===== src/rtl/sha256_loader_pkg.sv =====
// Shared types and constants for the SHA-256 message loader.
package sha256_loader_pkg;
    localparam int SHA_WORDS      = 16;
    localparam int SHA_HASH_WORDS = 8;
    localparam int WORD_W         = 32;
    localparam logic [SHA_WORDS-1:0] FULL_MASK = 16'hFFFF;

    typedef enum logic [1:0] {
        S_IDLE,
        S_RESET_CORE,
        S_RUN,
        S_DONE
    } state_t;
endpackage


===== src/rtl/sha256_msg_loader_if.sv =====
// Bus-side port bundle of the loader: word writes, commands, digest readback, status.
interface sha256_msg_loader_if;
    import sha256_loader_pkg::*;

    // Write handshake: a word transfers on any rising edge where wr_valid && wr_ready.
    // wr_ready does not depend on wr_valid; the master holds addr/data stable while waiting.
    logic                  wr_valid;
    logic                  wr_ready;
    logic [3:0]            wr_addr;
    logic [WORD_W-1:0]     wr_data;
    logic                  start;
    logic                  clear;
    logic [2:0]            rd_addr;
    logic [WORD_W-1:0]     rd_data;
    logic                  busy;
    logic                  done;
    logic                  err;
    logic [SHA_WORDS-1:0]  words_loaded;

    modport master (
        output wr_valid, wr_addr, wr_data, start, clear, rd_addr,
        input  wr_ready, rd_data, busy, done, err, words_loaded
    );

    modport slave (
        input  wr_valid, wr_addr, wr_data, start, clear, rd_addr,
        output wr_ready, rd_data, busy, done, err, words_loaded
    );
endinterface


===== src/rtl/sha256_word_buffer.sv =====
// 16x32 message block register with per-word loaded mask; o_full includes a same-cycle write.
module sha256_word_buffer
    import sha256_loader_pkg::*;
(
    input  logic                          clk,
    input  logic                          resetn,
    input  logic                          i_wr_en,
    input  logic [3:0]                    i_wr_addr,
    input  logic [WORD_W-1:0]             i_wr_data,
    input  logic                          i_mask_clr,
    output logic [SHA_WORDS*WORD_W-1:0]   o_message,
    output logic [SHA_WORDS-1:0]          o_mask,
    output logic                          o_full
);
    logic [SHA_WORDS*WORD_W-1:0] r_message;
    logic [SHA_WORDS-1:0]        r_mask;
    logic [SHA_WORDS-1:0]        w_wr_bit;
    logic [SHA_WORDS-1:0]        w_mask_next;

    always_comb begin
        w_wr_bit = '0;
        if (i_wr_en) w_wr_bit[i_wr_addr] = 1'b1;
    end

    assign w_mask_next = r_mask | w_wr_bit;
    assign o_full      = (w_mask_next == FULL_MASK);

    // Word 0 sits in the most significant slot of the block.
    always_ff @(posedge clk or negedge resetn) begin
        if (!resetn) begin
            r_message <= '0;
            r_mask    <= '0;
        end else begin
            if (i_wr_en) r_message[(SHA_WORDS-1-int'(i_wr_addr))*WORD_W +: WORD_W] <= i_wr_data;
            r_mask <= i_mask_clr ? '0 : w_mask_next;
        end
    end

    assign o_message = r_message;
    assign o_mask    = r_mask;
endmodule


===== src/rtl/sha256_msg_loader.sv =====
// Loads a 512-bit block, sequences the SHA core reset and latches its digest.
// Optional RUN watchdog: define SHA_LOADER_TIMEOUT_EN.
module sha256_msg_loader
    import sha256_loader_pkg::*;
#(
    parameter int RST_CYCLES = 2
`ifdef SHA_LOADER_TIMEOUT_EN
    , parameter int TIMEOUT  = 1024
`endif
) (
    input  logic                        clk,
    input  logic                        resetn,
    sha256_msg_loader_if.slave          bus,
    output logic [SHA_WORDS*WORD_W-1:0] message,
    output logic                        core_reset,
    input  logic                        core_ready,
    input  logic [SHA_HASH_WORDS*WORD_W-1:0] core_hash,
    output state_t                      o_dbg_state
);
    localparam logic [3:0] RST_LAST = 4'(RST_CYCLES - 1);

    state_t                          r_state;
    logic                            r_core_reset;
    logic                            r_busy;
    logic                            r_done;
    logic                            r_err;
    logic                            r_run_first;
    logic [3:0]                      r_rst_cnt;
    logic [SHA_HASH_WORDS*WORD_W-1:0] r_digest;

    logic w_accept_en;
    logic w_wr_en;
    logic w_full;
    logic w_start_ok;
    logic w_mask_clr;
    logic w_timeout;

    assign w_accept_en = (r_state == S_IDLE) || (r_state == S_DONE);
    assign w_wr_en     = bus.wr_valid && w_accept_en;
    assign w_start_ok  = bus.start && w_accept_en && w_full;
    assign w_mask_clr  = bus.clear || w_start_ok;

    sha256_word_buffer u_buf (
        .clk        (clk),
        .resetn     (resetn),
        .i_wr_en    (w_wr_en),
        .i_wr_addr  (bus.wr_addr),
        .i_wr_data  (bus.wr_data),
        .i_mask_clr (w_mask_clr),
        .o_message  (message),
        .o_mask     (bus.words_loaded),
        .o_full     (w_full)
    );

`ifdef SHA_LOADER_TIMEOUT_EN
    logic [31:0] r_run_cnt;

    always_ff @(posedge clk or negedge resetn) begin
        if (!resetn) r_run_cnt <= '0;
        else if (r_state != S_RUN || bus.clear) r_run_cnt <= '0;
        else r_run_cnt <= r_run_cnt + 32'd1;
    end

    assign w_timeout = (r_state == S_RUN) && (r_run_cnt == 32'(TIMEOUT - 1));
`else
    assign w_timeout = 1'b0;
`endif

    always_ff @(posedge clk or negedge resetn) begin
        if (!resetn) begin
            r_state      <= S_IDLE;
            r_core_reset <= 1'b1;
            r_busy       <= 1'b0;
            r_done       <= 1'b0;
            r_err        <= 1'b0;
            r_run_first  <= 1'b0;
            r_rst_cnt    <= '0;
            r_digest     <= '0;
        end else if (bus.clear) begin
            r_state      <= S_IDLE;
            r_core_reset <= 1'b1;
            r_busy       <= 1'b0;
            r_done       <= 1'b0;
            r_err        <= 1'b0;
        end else begin
            case (r_state)
                S_IDLE, S_DONE: begin
                    if (bus.start) begin
                        if (w_full) begin
                            r_state      <= S_RESET_CORE;
                            r_core_reset <= 1'b1;
                            r_busy       <= 1'b1;
                            r_done       <= 1'b0;
                            r_err        <= 1'b0;
                            r_rst_cnt    <= '0;
                        end else begin
                            r_err <= 1'b1;
                        end
                    end
                end
                S_RESET_CORE: begin
                    if (r_rst_cnt == RST_LAST) begin
                        r_state      <= S_RUN;
                        r_core_reset <= 1'b0;
                        r_run_first  <= 1'b1;
                    end else begin
                        r_rst_cnt <= r_rst_cnt + 4'd1;
                    end
                end
                S_RUN: begin
                    r_run_first <= 1'b0;
                    // A ready left over from the previous block is ignored in the first RUN cycle.
                    if (!r_run_first && core_ready) begin
                        r_digest <= core_hash;
                        r_done   <= 1'b1;
                        r_busy   <= 1'b0;
                        r_state  <= S_DONE;
                    end else if (w_timeout) begin
                        r_err        <= 1'b1;
                        r_core_reset <= 1'b1;
                        r_busy       <= 1'b0;
                        r_state      <= S_IDLE;
                    end
                end
                default: r_state <= S_IDLE;
            endcase
        end
    end

    assign bus.wr_ready = w_accept_en;
    assign bus.rd_data  = r_digest[(SHA_HASH_WORDS-1-int'(bus.rd_addr))*WORD_W +: WORD_W];
    assign bus.busy     = r_busy;
    assign bus.done     = r_done;
    assign bus.err      = r_err;
    assign core_reset   = r_core_reset;
    assign o_dbg_state  = r_state;
endmodule


===== src/flat_wrapper.sv =====
// flat-port wrapper written by rule: the top's interface ports become plain ports
module sha256_msg_loader_flat import sha256_loader_pkg::*;
#(
    parameter int RST_CYCLES = 2

)
  (clk, resetn, message, core_reset, core_ready, core_hash, o_dbg_state, bus_wr_valid, bus_wr_addr, bus_wr_data, bus_start, bus_clear, bus_rd_addr, bus_wr_ready, bus_rd_data, bus_busy, bus_done, bus_err, bus_words_loaded);
  sha256_msg_loader_if bus_i ();
  input  logic clk;
  input  logic resetn;
  output logic [SHA_WORDS*WORD_W-1:0] message;
  output logic core_reset;
  input  logic core_ready;
  input  logic [SHA_HASH_WORDS*WORD_W-1:0] core_hash;
  output state_t o_dbg_state;
  input wire logic [$bits(bus_i.wr_valid)-1:0] bus_wr_valid;
  input wire logic [$bits(bus_i.wr_addr)-1:0] bus_wr_addr;
  input wire logic [$bits(bus_i.wr_data)-1:0] bus_wr_data;
  input wire logic [$bits(bus_i.start)-1:0] bus_start;
  input wire logic [$bits(bus_i.clear)-1:0] bus_clear;
  input wire logic [$bits(bus_i.rd_addr)-1:0] bus_rd_addr;
  output wire logic [$bits(bus_i.wr_ready)-1:0] bus_wr_ready;
  output wire logic [$bits(bus_i.rd_data)-1:0] bus_rd_data;
  output wire logic [$bits(bus_i.busy)-1:0] bus_busy;
  output wire logic [$bits(bus_i.done)-1:0] bus_done;
  output wire logic [$bits(bus_i.err)-1:0] bus_err;
  output wire logic [$bits(bus_i.words_loaded)-1:0] bus_words_loaded;
  assign bus_i.wr_valid = bus_wr_valid;
  assign bus_i.wr_addr = bus_wr_addr;
  assign bus_i.wr_data = bus_wr_data;
  assign bus_i.start = bus_start;
  assign bus_i.clear = bus_clear;
  assign bus_i.rd_addr = bus_rd_addr;
  assign bus_wr_ready = bus_i.wr_ready;
  assign bus_rd_data = bus_i.rd_data;
  assign bus_busy = bus_i.busy;
  assign bus_done = bus_i.done;
  assign bus_err = bus_i.err;
  assign bus_words_loaded = bus_i.words_loaded;
  sha256_msg_loader #(.RST_CYCLES(RST_CYCLES)) u_core (.clk(clk), .resetn(resetn), .bus(bus_i), .message(message), .core_reset(core_reset), .core_ready(core_ready), .core_hash(core_hash), .o_dbg_state(o_dbg_state));
endmodule

===== config.mk =====
export PLATFORM = sky130hd
export DESIGN_NAME = sha256_msg_loader_flat
export DESIGN_NICKNAME = d
export VERILOG_FILES = /design/src/rtl/sha256_loader_pkg.sv /design/src/rtl/sha256_msg_loader_if.sv /design/src/rtl/sha256_word_buffer.sv /design/src/rtl/sha256_msg_loader.sv /design/src/flat_wrapper.sv
export SDC_FILE = /design/constraint.sdc
export NUM_CORES = 1
export LEC_CHECK = 0
export CORE_AREA = 5 5 332 334
export DETAILED_ROUTE_END_ITERATION = 8
export DIE_AREA = 0 0 337 339
export PLACE_DENSITY = 0.61
export REMOVE_ABC_BUFFERS = 1
export SLEW_MARGIN = 20
export SYNTH_ARGS = -nofsm -noshare
export SYNTH_HDL_FRONTEND = slang
export SYNTH_SLANG_ARGS = --single-unit

===== constraint.sdc =====
create_clock -name clk -period 2.5 [get_ports clk]
set_input_delay 0.375 -clock clk [delete_from_list [all_inputs] [get_ports clk]]
set_output_delay 0.375 -clock clk [all_outputs]
set_load 0.005 [all_outputs]

* Yosys cells after proc, flatten, opt, wreduce, memory -nomap -nowiden *
Index checks and enable logic that the tools add are counted.

word-level totals
  bits in registers = 795
  input port bits = 301
  output and inout port bits = 567
  word-level logic and storage cells = 91

operators by class
  add/subtract/negate cells = 4
  magnitude comparators = 2
  equal/unequal tests = 14
  shift operators = 3
  multiplexer cells = 34
  bitwise gates (word level) = 2
  reductions and logical operators = 22

operator list
  operator                     count
  $bwmux W512                  1
  $shift A32 B33 Y512 const A  1
  $shiftx A32 B33 Y512         1
  $shiftx A256 B32 Y32         1
  $neg A10 Y33                 1
  $mux W16                     2
  $eq A16 B16 Y1 const B       1
  $mux W1                      16
  $or A16 B16 Y16              1
  $mux W4                      3
  $reduce_and A4 Y1            3
  $mux W2                      5
  $ne A3 B2 Y1 const B         3
  $pmux W1 S2                  4
  $pmux W4 S2                  1
  $reduce_bool A2 Y1           4
  $ne A2 B2 Y1 const B         3
  $pmux W2 S3                  1
  $reduce_and A3 Y1            2
  $logic_and A1 B1 Y1          5
  $lt A4 B5 Y1 const B         1
  $reduce_and A5 Y1            1
  $sub A4 B4 Y5 const A        1
  $add A4 B1 Y4 const B        1
  15 further kinds             18

* Depth between registers and ports, before layout *
  depth in word-level cells = 11
  gate-level depth with buffers = 10
  mapped depth without buffers = 8

* Hierarchy *
Synthesis repeated with hierarchy kept, for this count alone.

second synthesis, totals
  cell total of the unflattened synthesis = 2609
  area, all modules = 34378.0 µm²

by module, submodules not included
  module              times used  cells each  area each (µm²)  sequential area each (µm²)
  sha256_word_buffer  1           1881        21174.1          13212.7
  sha256_msg_loader   1           728         13203.9          6682.7

* Worst setup path before layout *
Ideal clock, no wire load.

  path kind = register to register
  from = reg u_core.r_state[0] (netlist: u_core.o_dbg_state[0])
  to = reg u_core.r_rst_cnt[0]
  setup time = 0.125 ns
  arrival = 2.164 ns
  data required time = 2.375 ns
  path slack = 0.212 ns
  cell stages (with the launch flop) = 10
  path buffers = 1
  period minus slack after synthesis = 2.288 ns
  cells stage by stage = dfrtp_1 > inv_1 > ha_1 > buf_2 > nand4b_1 > o21ai_0 > and3b_1 > nand4_1 > a21boi_1 > mux2_2

on the way
  cells in the longest elaborated chain, start to end = 8
  elaborated cells on any way between the ends = 15
  classes of those cells = eq/ne (6); mux (2); bitwise (1); reduce/logical (6)

ends and longest elaborated chain
  item                                              RTL line                  text
  from (decl)                                       sha256_msg_loader.sv:22   state_t r_state;
  from (signal assigned)                            sha256_msg_loader.sv:71   r_state <= S_IDLE;
  from (signal assigned)                            sha256_msg_loader.sv:80   r_state <= S_IDLE;
  from (signal assigned)                            sha256_msg_loader.sv:90   r_state <= S_RESET_CORE;
  $eq A2 B2 Y1 or $logic_not A2 Y1 (tied branches)  sha256_msg_loader.sv:38   assign w_accept_en = (r_state == S_IDLE) || (r_state == S_DONE);
  $logic_or A1 B1 Y1 *                              sha256_msg_loader.sv:38
  net bus_wr_ready                                  flat_wrapper.sv:22        output wire logic [$bits(bus_i.wr_ready)-1:0] bus_wr_ready;
  $logic_and A1 B1 Y1 *                             sha256_msg_loader.sv:39   assign w_wr_en = bus.wr_valid && w_accept_en;
  $mux W16 *                                        sha256_word_buffer.sv:22  if (i_wr_en) w_wr_bit[i_wr_addr] = 1'b1;
  $or A16 B16 Y16 *                                 sha256_word_buffer.sv:25  assign w_mask_next = r_mask | w_wr_bit;
  $eq A16 B16 Y1 *                                  sha256_word_buffer.sv:26  assign o_full = (w_mask_next == FULL_MASK);
  $ne A2 B1 Y1 (no source line) *                   n/a
  $reduce_and A5 Y1 (no source line) *              n/a
  to (signal assigned)                              sha256_msg_loader.sv:107  r_rst_cnt <= r_rst_cnt + 4'd1;
  to (decl)                                         sha256_msg_loader.sv:28   logic [3:0] r_rst_cnt;

Mark *: on every way through the listed nets, which the timed path passes. The rest lies on a longest branch.
A chain may end at the register's enable or synchronous reset.

* Final worst setup path *
  from = reg u_core.r_digest[4]
  to = out bus_rd_data[4]

on the way
  cells in the longest elaborated chain, start to end = 1

ends and longest elaborated chain
  item                    RTL line                  text
  from (decl)             sha256_msg_loader.sv:29   logic [SHA_HASH_WORDS*WORD_W-1:0] r_digest;
  from (signal assigned)  sha256_msg_loader.sv:114  r_digest <= core_hash;
  $shiftx A256 B32 Y32    sha256_msg_loader.sv:131  assign bus.rd_data = r_digest[(SHA_HASH_WORDS-1-int'(bus.rd_addr))*WORD_W +: WORD_W];
  to (decl)               flat_wrapper.sv:23        output wire logic [$bits(bus_i.rd_data)-1:0] bus_rd_data;

No other way between the ends.

==> impl_metrics.csv <==
group,metric,value,unit
timing,fmax,407,MHz
synthesis,yosys.area_share.simple,0.103,
die,rows,120,
timing,hold_violations,0,
timing,tns,0,ps
detailed_routing,drc,0,
cts,root_buffer,"clkbuf_16",
synthesis,synthMuxAreaShare,0.151,
flow_run,maxCapViolCount,0,
placement,port-buffer-count,867,
detailed_routing,vias_per_cell,4.79,
cells_and_area,fin_cells,5134,
worst_setup_path,critPathMaxFanout,2,
grt,antenna_found_initial,13,
cells_and_area,layout_common_cells,"830 x clkdlybuf4s50_1, 794 x dfrtp_1, 690 x nand2_1, 434 x o21ai_0, 283 x mux2_2",
worst_setup_path,rrSetupSlack,110,ps
cts,clk_pin_slew,60,ps
grt,grt_usage,0.214,
detailed_routing,wl_per_cell,24.5,um
synthesis,synth_top_family_by_area,"multiplexers",
detailed_routing,detail_route.wirelength,126000,um
worst_setup_path,end_kind,"output pin",
cells_and_area,fin_util,0.437,
timing,skew,34.2,ps
synthesis,ys_dominant_reg_cell,"dfrtp_1",
synthesis,synthArstFlopShare,1.00,
cts,cts_tree,"done",
grt,overflow,0,
worst_setup_path,critical_path_class,"reg -> out",
die,coreArea,107000,um2
die,start_util,0.296,
synthesis,synth-seq-cells,795,
timing,timing.hold.ws,277,ps
cts,htree_num_levels,3,
synthesis,synthAdderAreaFrac,0.00357,
outcome,status,"finished, final reports clean",
placement,routabilityCongestion,0.888,
pwr,power_leakage,20.2,nW
cts,clock_latency,670,ps
timing,grt_setup_unrepaired,"true",
worst_setup_path,cp.arrival,2080,ps
cells_and_area,layout.nets,3963,
synthesis,synthCells,2687,
detailed_routing,drt_iter0_markers,1755,
die,die_h,339,um
die,io-pin-count,868,
worst_setup_path,cp-start-kind,"register",
pwr,power.density,950,nW/um2
synthesis,synth_enable_flop_cells,0,
cts,cts_num_sinks,795,
timing,finalSetupViolations,0,
die,die_w,337,um
detailed_routing,num_vias,24600,
worst_setup_path,required,2120,ps
synthesis,yosysWarnings,0,
placement,dpl.hpwl,94000,um
cells_and_area,mostFrequentLayoutCell,"clkdlybuf4s50_1",
timing,period_minus_slack,2460,ps
placement,place_inst,4958,
detailed_routing,ant_nets,0,
cells_and_area,stdcell_area,46600,um2
timing,maxSlewViolCount,0,
placement,dp_slack,-275,ps
synthesis,synth_xor_xnor_area_share,0.000278,
min_path,hp-class,"in -> async",
cts,cts_buffers,91,
die,dieArea,114000,um2
synthesis,seq_area_frac_synth,0.631,
timing,fin_ws,43.4,ps
pwr,ir_drop,0.000584,V
grt,grt_max_degree,80,
cells_and_area,drive_gt1_frac,0.196,
synthesis,yosysUniqueCellTypes,49,
cells_and_area,fillers,9865,
cells_and_area,syn2layout_area_growth,47.9,%
synthesis,avgSynthCellArea,11.7,um2
detailed_routing,drt-pass1-iter-count,5,
pwr,finalPower,44.3,mW
grt,grt_pass1_vias,25600,
cts,clockBufferDepth,3,
grt,grt_pass1_wl,180000,um
timing,maxSlewHeadroom,0.433,
timing,worst_pin_slew,848,ps
placement,dpl-instance-area,43300,um2
timing,fin_crit_sh,0.983,
synthesis,netlist_area,31500,um2
synthesis,synth_compound_area_frac,0.0879,
-- critical path, cell delays in order (launching register included) --
cell     delay [ps]
dfrtp_1         370
mux4_2          620
mux2_4          310
buf_6           110
-- cell families after synthesis --
family | count (synthesis)
multiplexers | 359
XOR/XNOR | 1
AND/OR/NAND/NOR | 814
buffers and inverters | 188
flip-flops | 795
AO/OA/AOI/OAI | 521
adder cells (fa/ha/maj) | 9
-- flip-flops by register name, summed over array words and instances (netlist names) --
register	flops
u_core.core_reset	1
u_core.r_rst_cnt	4
u_core.bus.busy	1
u_core.bus.err	1
u_core.r_digest	256
u_core.u_buf.o_message	512
u_core.bus.done	1
u_core.u_buf.o_mask	16
u_core.o_dbg_state	2
u_core.r_run_first	1
-- worst paths after layout --
check	from	end	depth (start not counted)
setup / recovery	u_core.r_digest[4]$_DFFE_PN0P_	bus_rd_data[4]	3
hold reg to reg	u_core.u_buf.o_message[9]$_DFFE_PN0P_	u_core.u_buf.o_message[9]$_DFFE_PN0P_	2
setup reg to reg	u_core.o_dbg_state[0]$_DFFE_PN0P_	u_core.r_rst_cnt[0]$_DFFE_PN0P_	9
max in group asynchronous	resetn	u_core.u_buf.o_message[356]$_DFFE_PN0P_	3
hold / removal	resetn	u_core.r_digest[169]$_DFFE_PN0P_	2
min in group clk	core_hash[195]	u_core.r_digest[195]$_DFFE_PN0P_	2
-- power breakdown --
group          internal, mW  switching, mW
combinational          7.02           4.63
clock                  8.54           5.69
sequential             16.4           1.97
-- Yosys cell counts (all sizes together) (11+ instances only) --
master	instances	share of area
a21oi	11	0.0019
o31ai	33	0.0079
o21ai	452	0.072
mux2	292	0.10
dfrtp	794	0.63
nand2	707	0.084
buf	24	0.0039
clkbuf	152	0.018
nor2	29	0.0035
inv	12	0.0014
mux4	64	0.046
nand3	37	0.0059
-- routing by layer --
layer	wire length, um	up-vias	track usage
met3	11700	228	0.0724
met5	139	-	0
met1	47700	12200	0.250
li1	-	11200	-
met2	60800	964	0.361
met4	5400	18	0.0859
-- layout make-up --
cell class              instances  area [um2]  area share
well taps                    1403        1760      0.0377
clock inverters                37         624      0.0134
multi-input cells            1704       11100       0.237
flip-flops and latches        795       19900       0.427
clock buffers                 131        2600      0.0557
inverters                      12        45.0    0.000966
diodes                          3        7.51    0.000161
repair buffers               1049       10600       0.228
-- timing repair --
item,CTS,global route
hold buffers,1,0
setup endpoints to repair,37,12
endpoints found under the hold margin,30,0
pin swaps,0,5
resized for setup,78,10
buffers inserted,1,3
Power figures use the tool's default switching activity.
